**src/rtl/mesi_snoop_responder_pkg.sv**
```systemverilog
// mesi_snoop_responder_pkg: MESI, snoop-op and FSM encodings shared by the snoop responder and its next-state table
package mesi_snoop_responder_pkg;
  typedef enum logic [1:0] {MESI_I = 2'b00, MESI_S = 2'b01, MESI_E = 2'b10, MESI_M = 2'b11} mesi_e;
  typedef enum logic [1:0] {OP_BUSRD = 2'b00, OP_BUSRDX = 2'b01, OP_BUSUPGR = 2'b10, OP_NOP = 2'b11} snoop_op_e;
  typedef enum logic [2:0] {ST_IDLE, ST_LOOKUP, ST_RESP, ST_FLUSH, ST_UPDATE} snoop_fsm_e;
  localparam int MESI_W = 2;
  localparam int OP_W   = 2;
endpackage

```
**src/rtl/mesi_snoop_next_state.sv**
```systemverilog
// mesi_snoop_next_state: combinational snoop reaction table {op, state, hit} -> {next_state, need_flush, shared, wr_en}
//   op_i, state_i, hit_i : snooped op, MESI state of the looked-up line, tag hit
//   next_state_o         : MESI state after the snoop (unchanged on miss/I/illegal)
//   need_flush_o         : Modified data must go onto the bus first
//   shared_o             : this cache keeps a copy (BusRd hit)
//   wr_en_o              : state actually changes
module mesi_snoop_next_state
  import mesi_snoop_responder_pkg::*;
(
  input  logic [OP_W-1:0]   op_i,
  input  logic [MESI_W-1:0] state_i,
  input  logic              hit_i,
  output logic [MESI_W-1:0] next_state_o,
  output logic              need_flush_o,
  output logic              shared_o,
  output logic              wr_en_o
);
  logic act;
  assign act          = hit_i && state_i != MESI_I && op_i != OP_NOP;
  // BusUpgr on M/E cannot happen in a correct system; leave the line untouched
  assign next_state_o = !act ? state_i :
                        op_i == OP_BUSRD  ? MESI_S :
                        op_i == OP_BUSRDX ? MESI_I :
                        state_i == MESI_S ? MESI_I : state_i;
  assign need_flush_o = act && state_i == MESI_M && op_i != OP_BUSUPGR;
  assign shared_o     = act && op_i == OP_BUSRD;
  assign wr_en_o      = act && next_state_o != state_i;
endmodule

```
**src/rtl/mesi_snoop_responder.sv**
```systemverilog
// mesi_snoop_responder: snoop-bus responder for one L1; looks up the tag/MESI array, flushes M data, writes back MESI
//   clk, rst_n                    : clock, async active-low reset
//   snoop_valid/op, Address_Com   : incoming bus transaction (ignored while snoop_busy)
//   snoop_busy/done, shared_out   : FSM busy, one-cycle completion, shared response (valid with done)
//   lookup_*                      : tag-array lookup request / response (response valid the cycle after req)
//   flush_req/ack, Data_Bus_Com, data_oe : Modified-line flush handshake and data drive
//   state_wr_*                    : MESI write-back port
//   MESI_PROTO_CHECK_EN           : when defined adds sticky proto_err for illegal snoop/state combinations
module mesi_snoop_responder
  import mesi_snoop_responder_pkg::*;
#(
  parameter int ADDRESSSIZE     = 32,
  parameter int INDEX_SIZE      = 2,
  parameter int BLK_OFFSET_SIZE = 2,
  parameter int TAG_SIZE        = ADDRESSSIZE - INDEX_SIZE - BLK_OFFSET_SIZE,
  parameter int WAY_SIZE        = 2
) (
  input  logic                   clk,
  input  logic                   rst_n,
  input  logic                   snoop_valid,
  input  logic [OP_W-1:0]        snoop_op,
  input  logic [ADDRESSSIZE-1:0] Address_Com,
  output logic                   snoop_busy,
  output logic                   snoop_done,
  output logic                   shared_out,
  output logic                   lookup_req,
  output logic [INDEX_SIZE-1:0]  lookup_index,
  output logic [TAG_SIZE-1:0]    lookup_tag,
  input  logic                   lookup_hit,
  input  logic [WAY_SIZE-1:0]    lookup_way,
  input  logic [MESI_W-1:0]      lookup_state,
  input  logic [ADDRESSSIZE-1:0] blk_rd_data,
  output logic                   flush_req,
  input  logic                   flush_ack,
  output logic [ADDRESSSIZE-1:0] Data_Bus_Com,
  output logic                   data_oe,
  output logic                   state_wr_en,
  output logic [INDEX_SIZE-1:0]  state_wr_index,
  output logic [WAY_SIZE-1:0]    state_wr_way,
  output logic [MESI_W-1:0]      state_wr_val
`ifdef MESI_PROTO_CHECK_EN
  , output logic                 proto_err
`endif
);
  snoop_fsm_e             state_q, state_d;
  logic [OP_W-1:0]        op_q;
  logic [INDEX_SIZE-1:0]  index_q;
  logic [TAG_SIZE-1:0]    tag_q;
  logic [WAY_SIZE-1:0]    way_q;
  logic [ADDRESSSIZE-1:0] data_q;
  logic [MESI_W-1:0]      nxt_q, ns_next;
  logic                   shared_q, wr_q, ns_flush, ns_shared, ns_wr, capture;
  logic                   unused_offset;
  assign unused_offset = ^Address_Com[BLK_OFFSET_SIZE-1:0];
  assign capture       = state_q == ST_IDLE && snoop_valid && snoop_op != OP_NOP;
  mesi_snoop_next_state u_ns (
    .op_i         (op_q),
    .state_i      (lookup_state),
    .hit_i        (lookup_hit),
    .next_state_o (ns_next),
    .need_flush_o (ns_flush),
    .shared_o     (ns_shared),
    .wr_en_o      (ns_wr)
  );
  always_comb begin
    state_d = state_q;
    case (state_q)
      ST_IDLE:   state_d = capture ? ST_LOOKUP : ST_IDLE;
      ST_LOOKUP: state_d = ST_RESP;
      ST_RESP:   state_d = ns_flush ? ST_FLUSH : ST_UPDATE;
      ST_FLUSH:  state_d = flush_ack ? ST_UPDATE : ST_FLUSH;
      default:   state_d = ST_IDLE;
    endcase
  end
  always_ff @(posedge clk or negedge rst_n) begin
    if (!rst_n) begin
      state_q  <= ST_IDLE;
      op_q     <= '0;
      index_q  <= '0;
      tag_q    <= '0;
      way_q    <= '0;
      data_q   <= '0;
      nxt_q    <= '0;
      shared_q <= 1'b0;
      wr_q     <= 1'b0;
    end else begin
      state_q <= state_d;
      if (capture) begin
        op_q    <= snoop_op;
        index_q <= Address_Com[INDEX_SIZE+BLK_OFFSET_SIZE-1:BLK_OFFSET_SIZE];
        tag_q   <= Address_Com[ADDRESSSIZE-1 -: TAG_SIZE];
      end
      // lookup response is only valid in RESP; freeze the decision for FLUSH/UPDATE
      if (state_q == ST_RESP) begin
        way_q    <= lookup_way;
        data_q   <= blk_rd_data;
        nxt_q    <= ns_next;
        shared_q <= ns_shared;
        wr_q     <= ns_wr;
      end
    end
  end
`ifdef MESI_PROTO_CHECK_EN
  always_ff @(posedge clk or negedge rst_n) begin
    if (!rst_n) proto_err <= 1'b0;
    else if (state_q == ST_RESP && lookup_hit &&
             (lookup_state == MESI_I || (op_q == OP_BUSUPGR && lookup_state[1]))) proto_err <= 1'b1;
  end
`endif
  assign snoop_busy     = state_q != ST_IDLE;
  assign lookup_req     = state_q == ST_LOOKUP;
  assign lookup_index   = index_q;
  assign lookup_tag     = tag_q;
  assign flush_req      = state_q == ST_FLUSH;
  assign data_oe        = state_q == ST_FLUSH;
  assign Data_Bus_Com   = state_q == ST_FLUSH ? data_q : '0;
  assign snoop_done     = state_q == ST_UPDATE;
  assign shared_out     = state_q == ST_UPDATE && shared_q;
  assign state_wr_en    = state_q == ST_UPDATE && wr_q;
  assign state_wr_index = index_q;
  assign state_wr_way   = way_q;
  assign state_wr_val   = nxt_q;
endmodule

```
**config.mk**
```make
export PLATFORM = sky130hd
export DESIGN_NAME = mesi_snoop_responder
export DESIGN_NICKNAME = d
export VERILOG_FILES = /design/src/rtl/mesi_snoop_responder_pkg.sv /design/src/rtl/mesi_snoop_next_state.sv /design/src/rtl/mesi_snoop_responder.sv
export SDC_FILE = /design/constraint.sdc
export NUM_CORES = 1
export LEC_CHECK = 0
export ABC_AREA = 1
export BUFFER_PORTS_ARGS = -buffer_cell sky130_fd_sc_hd__buf_2
export CORE_MARGIN = 2
export CORE_UTILIZATION = 43
export CTS_BUF_LIST = sky130_fd_sc_hd__clkbuf_8 sky130_fd_sc_hd__clkbuf_16
export DETAILED_ROUTE_END_ITERATION = 10
export GPL_TIMING_DRIVEN = 0
export PLACE_DENSITY = 0.76
export REMOVE_ABC_BUFFERS = 1
export SYNTH_ARGS = -nofsm -noshare
export SYNTH_HDL_FRONTEND = slang
export SYNTH_SLANG_ARGS = --single-unit
```
**constraint.sdc**
```tcl
create_clock -name clk -period 1.55 [get_ports clk]
set_input_delay 0.155 -clock clk [delete_from_list [all_inputs] [get_ports clk]]
set_output_delay 0.155 -clock clk [all_outputs]
set_load 0.02 [all_outputs]
```
==> flow_summary_export.csv <==
group,metric,value,unit
layout,antenna_cells,0,
detailed_routing,wire_per_inst,12.92,um
power,swShare,42.23,%
layout,syn_to_final_growth,50.12,%
clocking,clk_latency,0.32,ns
die,num_rows,31,
detailed_routing,final_antenna_net_count,0,
sta,grt_setup_unrepaired,"true",
global_routing,grt-ovfl-total,0,
sta,clock_skew,0.01144,ns
die,die_y,89.19,um
sta,period_share,118.0,%
layout,fin_cells,643,
yosys,ys.flop_type,"dfrtp_1",
die,initial_core_util,43.72,%
sta,fin_ws,-0.2784,ns
yosys,yosysTopAreaCellShare,58.54,%
yosys,synth-seq-area-share,58.54,%
yosys,async_flop_share,100.0,%
sta,fin_crit,1.828,ns
layout,drive_above_1_share,40.81,%
critical_path,worst_ep_required_time,1.39,ns
layout,fillCellCount,627,
clocking,clk_pin_slew_worst_paths,0.08,ns
clocking,cts-htree-levels,3,
critical_path,start_kind,"register",
global_routing,grt_pass1_wl,11570,um
yosys,ys_ff_latch,73,
min_path,hp-class,"in -> reg",
critical_path,arrival,1.67,ns
critical_path,endpoint_kind,"output pin",
detailed_routing,drc,0,
sta,maxSlewViolCount,0,
global_routing,grt_use_total,19.13,%
yosys,synth_edf_count,0,
yosys,yosys_warnings,0,
power,internal-power,0.004900,W
yosys,syn_area,3120,um2
detailed_routing,initialDrtViolationCount,77,
outcome,violations,"negative setup slack",
power,netSwitchingPower,0.003581,W
clocking,cts_sinks,73,
detailed_routing,vias,2887,
die,dieArea,7954,um2
layout,final_area,4684,um2
power,cellPowerDensity,1810,nW/um2
place,gp_congestion,0.7981,
yosys,syn_inst,373,
yosys,syn_avg_cell_area,8.366,um2
detailed_routing,first_pass_iters,4,
detailed_routing,via_per_inst,4.490,
layout,nets,614,
global_routing,antenna_found_initial,0,
power,peakVddDrop,0.0009853,V
sta,max_freq,546.9,MHz
layout,regArea,1828,um2
clocking,root_buffer,"clkbuf_8",
global_routing,grt_pass1_vias,2540,
yosys,synthTopCellsByArea,"dfrtp_1, nand2_1, o21ai_0",
power,clock_power_share,15.7,%
clocking,cts_tree,"built",
sta,setup_viol,32,
yosys,yosysTopAreaCell,"dfrtp_1",
power,finalPower,0.008481,W
die,die_w,89.19,um
place,place_area,3886,um2
die,io_pins,150,
outcome,status,"finished, violations left",
run,drv_cap,0,
critical_path,r2r_slack,0.11,ns
place,dp.cells,602,
critical_path,crit_path_max_fanout,4,
layout,multiInputGateArea,1155,um2
power,seq_power_share,37.8,%
detailed_routing,finalWirelength,8305,um
die,core,7137,um2
power,leakagePower,2.502,nW
yosys,synth_cell_types,20,
layout,layout_commonest_cell,"nand2_1",
place,dp_hpwl,4903,um
critical_path,crit_type,"reg -> out",
power,power_frac_comb,46.4,%
layout,final_cell_mix,"nand2_1, buf_2, dfrtp_1, inv_1, o21ai_0",
clocking,cts_buffers,9,
clocking,clock_path_buffers,2,
sta,slew-limit-headroom,39.78,%
global_routing,grt_max_degree,74,
place,io_buffer_count,147,
sta,hold_violations,0,
sta,tightest_slew,0.9034,ns
[final timing paths]
kind | startpoint | end | cells after the start
hold / removal | Address_Com[29] | lookup_tag[25]$_DFFE_PN0P_ | 3
max in group asynchronous | rst_n | state_q[2]$_DFF_PN0_ | 2
min in group asynchronous | rst_n | data_q[23]$_DFFE_PN0N_ | 2
setup / recovery | state_q[0]$_DFF_PN0_ | Data_Bus_Com[29] | 7
hold reg to reg | lookup_tag[7]$_DFFE_PN0P_ | lookup_tag[7]$_DFFE_PN0P_ | 2
setup reg to reg | state_q[2]$_DFF_PN0_ | lookup_index[0]$_DFFE_PN0P_ | 8
[worst max-delay path: stages, from the launching register on]
cell        delay (ns)
dfrtp_1           0.37
inv_2             0.09
nor3_4            0.21
buf_6             0.14
clkinvlp_4        0.12
buf_4             0.18
nor2_2            0.10
buf_6             0.13
[timing repair]
item,4_1_cts,5_1_grt
setup buffers,18,3
hold buffers,1,1
endpoints found under the setup margin,93,69
hold endpoints to repair,66,1
cloned,2,1
pin swaps,2,4
gates resized for setup,48,69
[sequential cells by signal (all words and copies together) (netlist names)]
register,cells
state_wr_way,2
state_wr_val,2
state_q,3
data_q,32
lookup_tag,28
wr_q,1
shared_q,1
lookup_index,2
op_q,2
[synth_stat cells, types with 2 or more instances]
library cell and n:
nor3_1 2, o21ai_0 34, nand2_1 147, nor3_4 2, o21ai_1 3, buf_6 3, clkbuf_1 2, dfrtp_1 73
inv_1 43, inv_2 4, buf_4 6, nor2_1 36, nand3_1 4, buf_2 8
[cell families after synthesis]
family	after synthesis	share of synthesized area (%)
and+or+nand+nor	193	24.62
AOI/OAI and AO/OA	41	7.137
DFF	73	58.54
buffers and inverters	66	9.703
[layout make-up]
type                            instances  area share, %
Clock inverter                          5         0.6410
Timing Repair Buffer                  171          25.29
Timing Repair inverter                  2         0.3472
Multi-Input combinational cell        235          24.65
Sequential cell                        73          39.02
Tap cell                               99          2.644
Inverter                               47          4.167
Clock buffer                           11          3.232
[power groups by stage]
stage	clock network [W]	registers (W)	logic, W
2_1_floorplan	0	0.00376	0.00151
3_3_place_gp	0	0.00321	0.00305
3_5_place_dp	0	0.00324	0.00319
4_1_cts	0.00137	0.00320	0.00358
5_1_grt	0.00147	0.00330	0.00435
6_report	0.00133	0.00321	0.00394
[per-layer routing]
metal  GRT usage, %  share of wire [%]  vias up  wire [um]
met5              0                  0        -          0
met4          4.749               0.88        0         73
met3          6.648                7.2        6        594
met2          31.72                 51      116       4224
met1          24.16                 41     1312       3412
li1               -                  -     1453          -
[per-stage QoR]
| stage | worst slack, ns | setup TNS (ns) | hold WS, ns | util, % |
|---|---|---|---|---|
| floorplan | -0.6780 | -35.33 | -0.1406 | - |
| global placement | -1.324 | -67.11 | 0.3554 | 54.00 |
| detailed placement | -0.6537 | -29.05 | 0.3444 | 54.45 |
| CTS | -0.2153 | -6.499 | 0.001383 | 61.48 |
| global route | -0.3775 | -11.41 | 0.00008446 | 65.64 |
| finish | -0.2784 | -7.772 | 0.02533 | 65.64 |
Power figures use the tool's default switching activity.
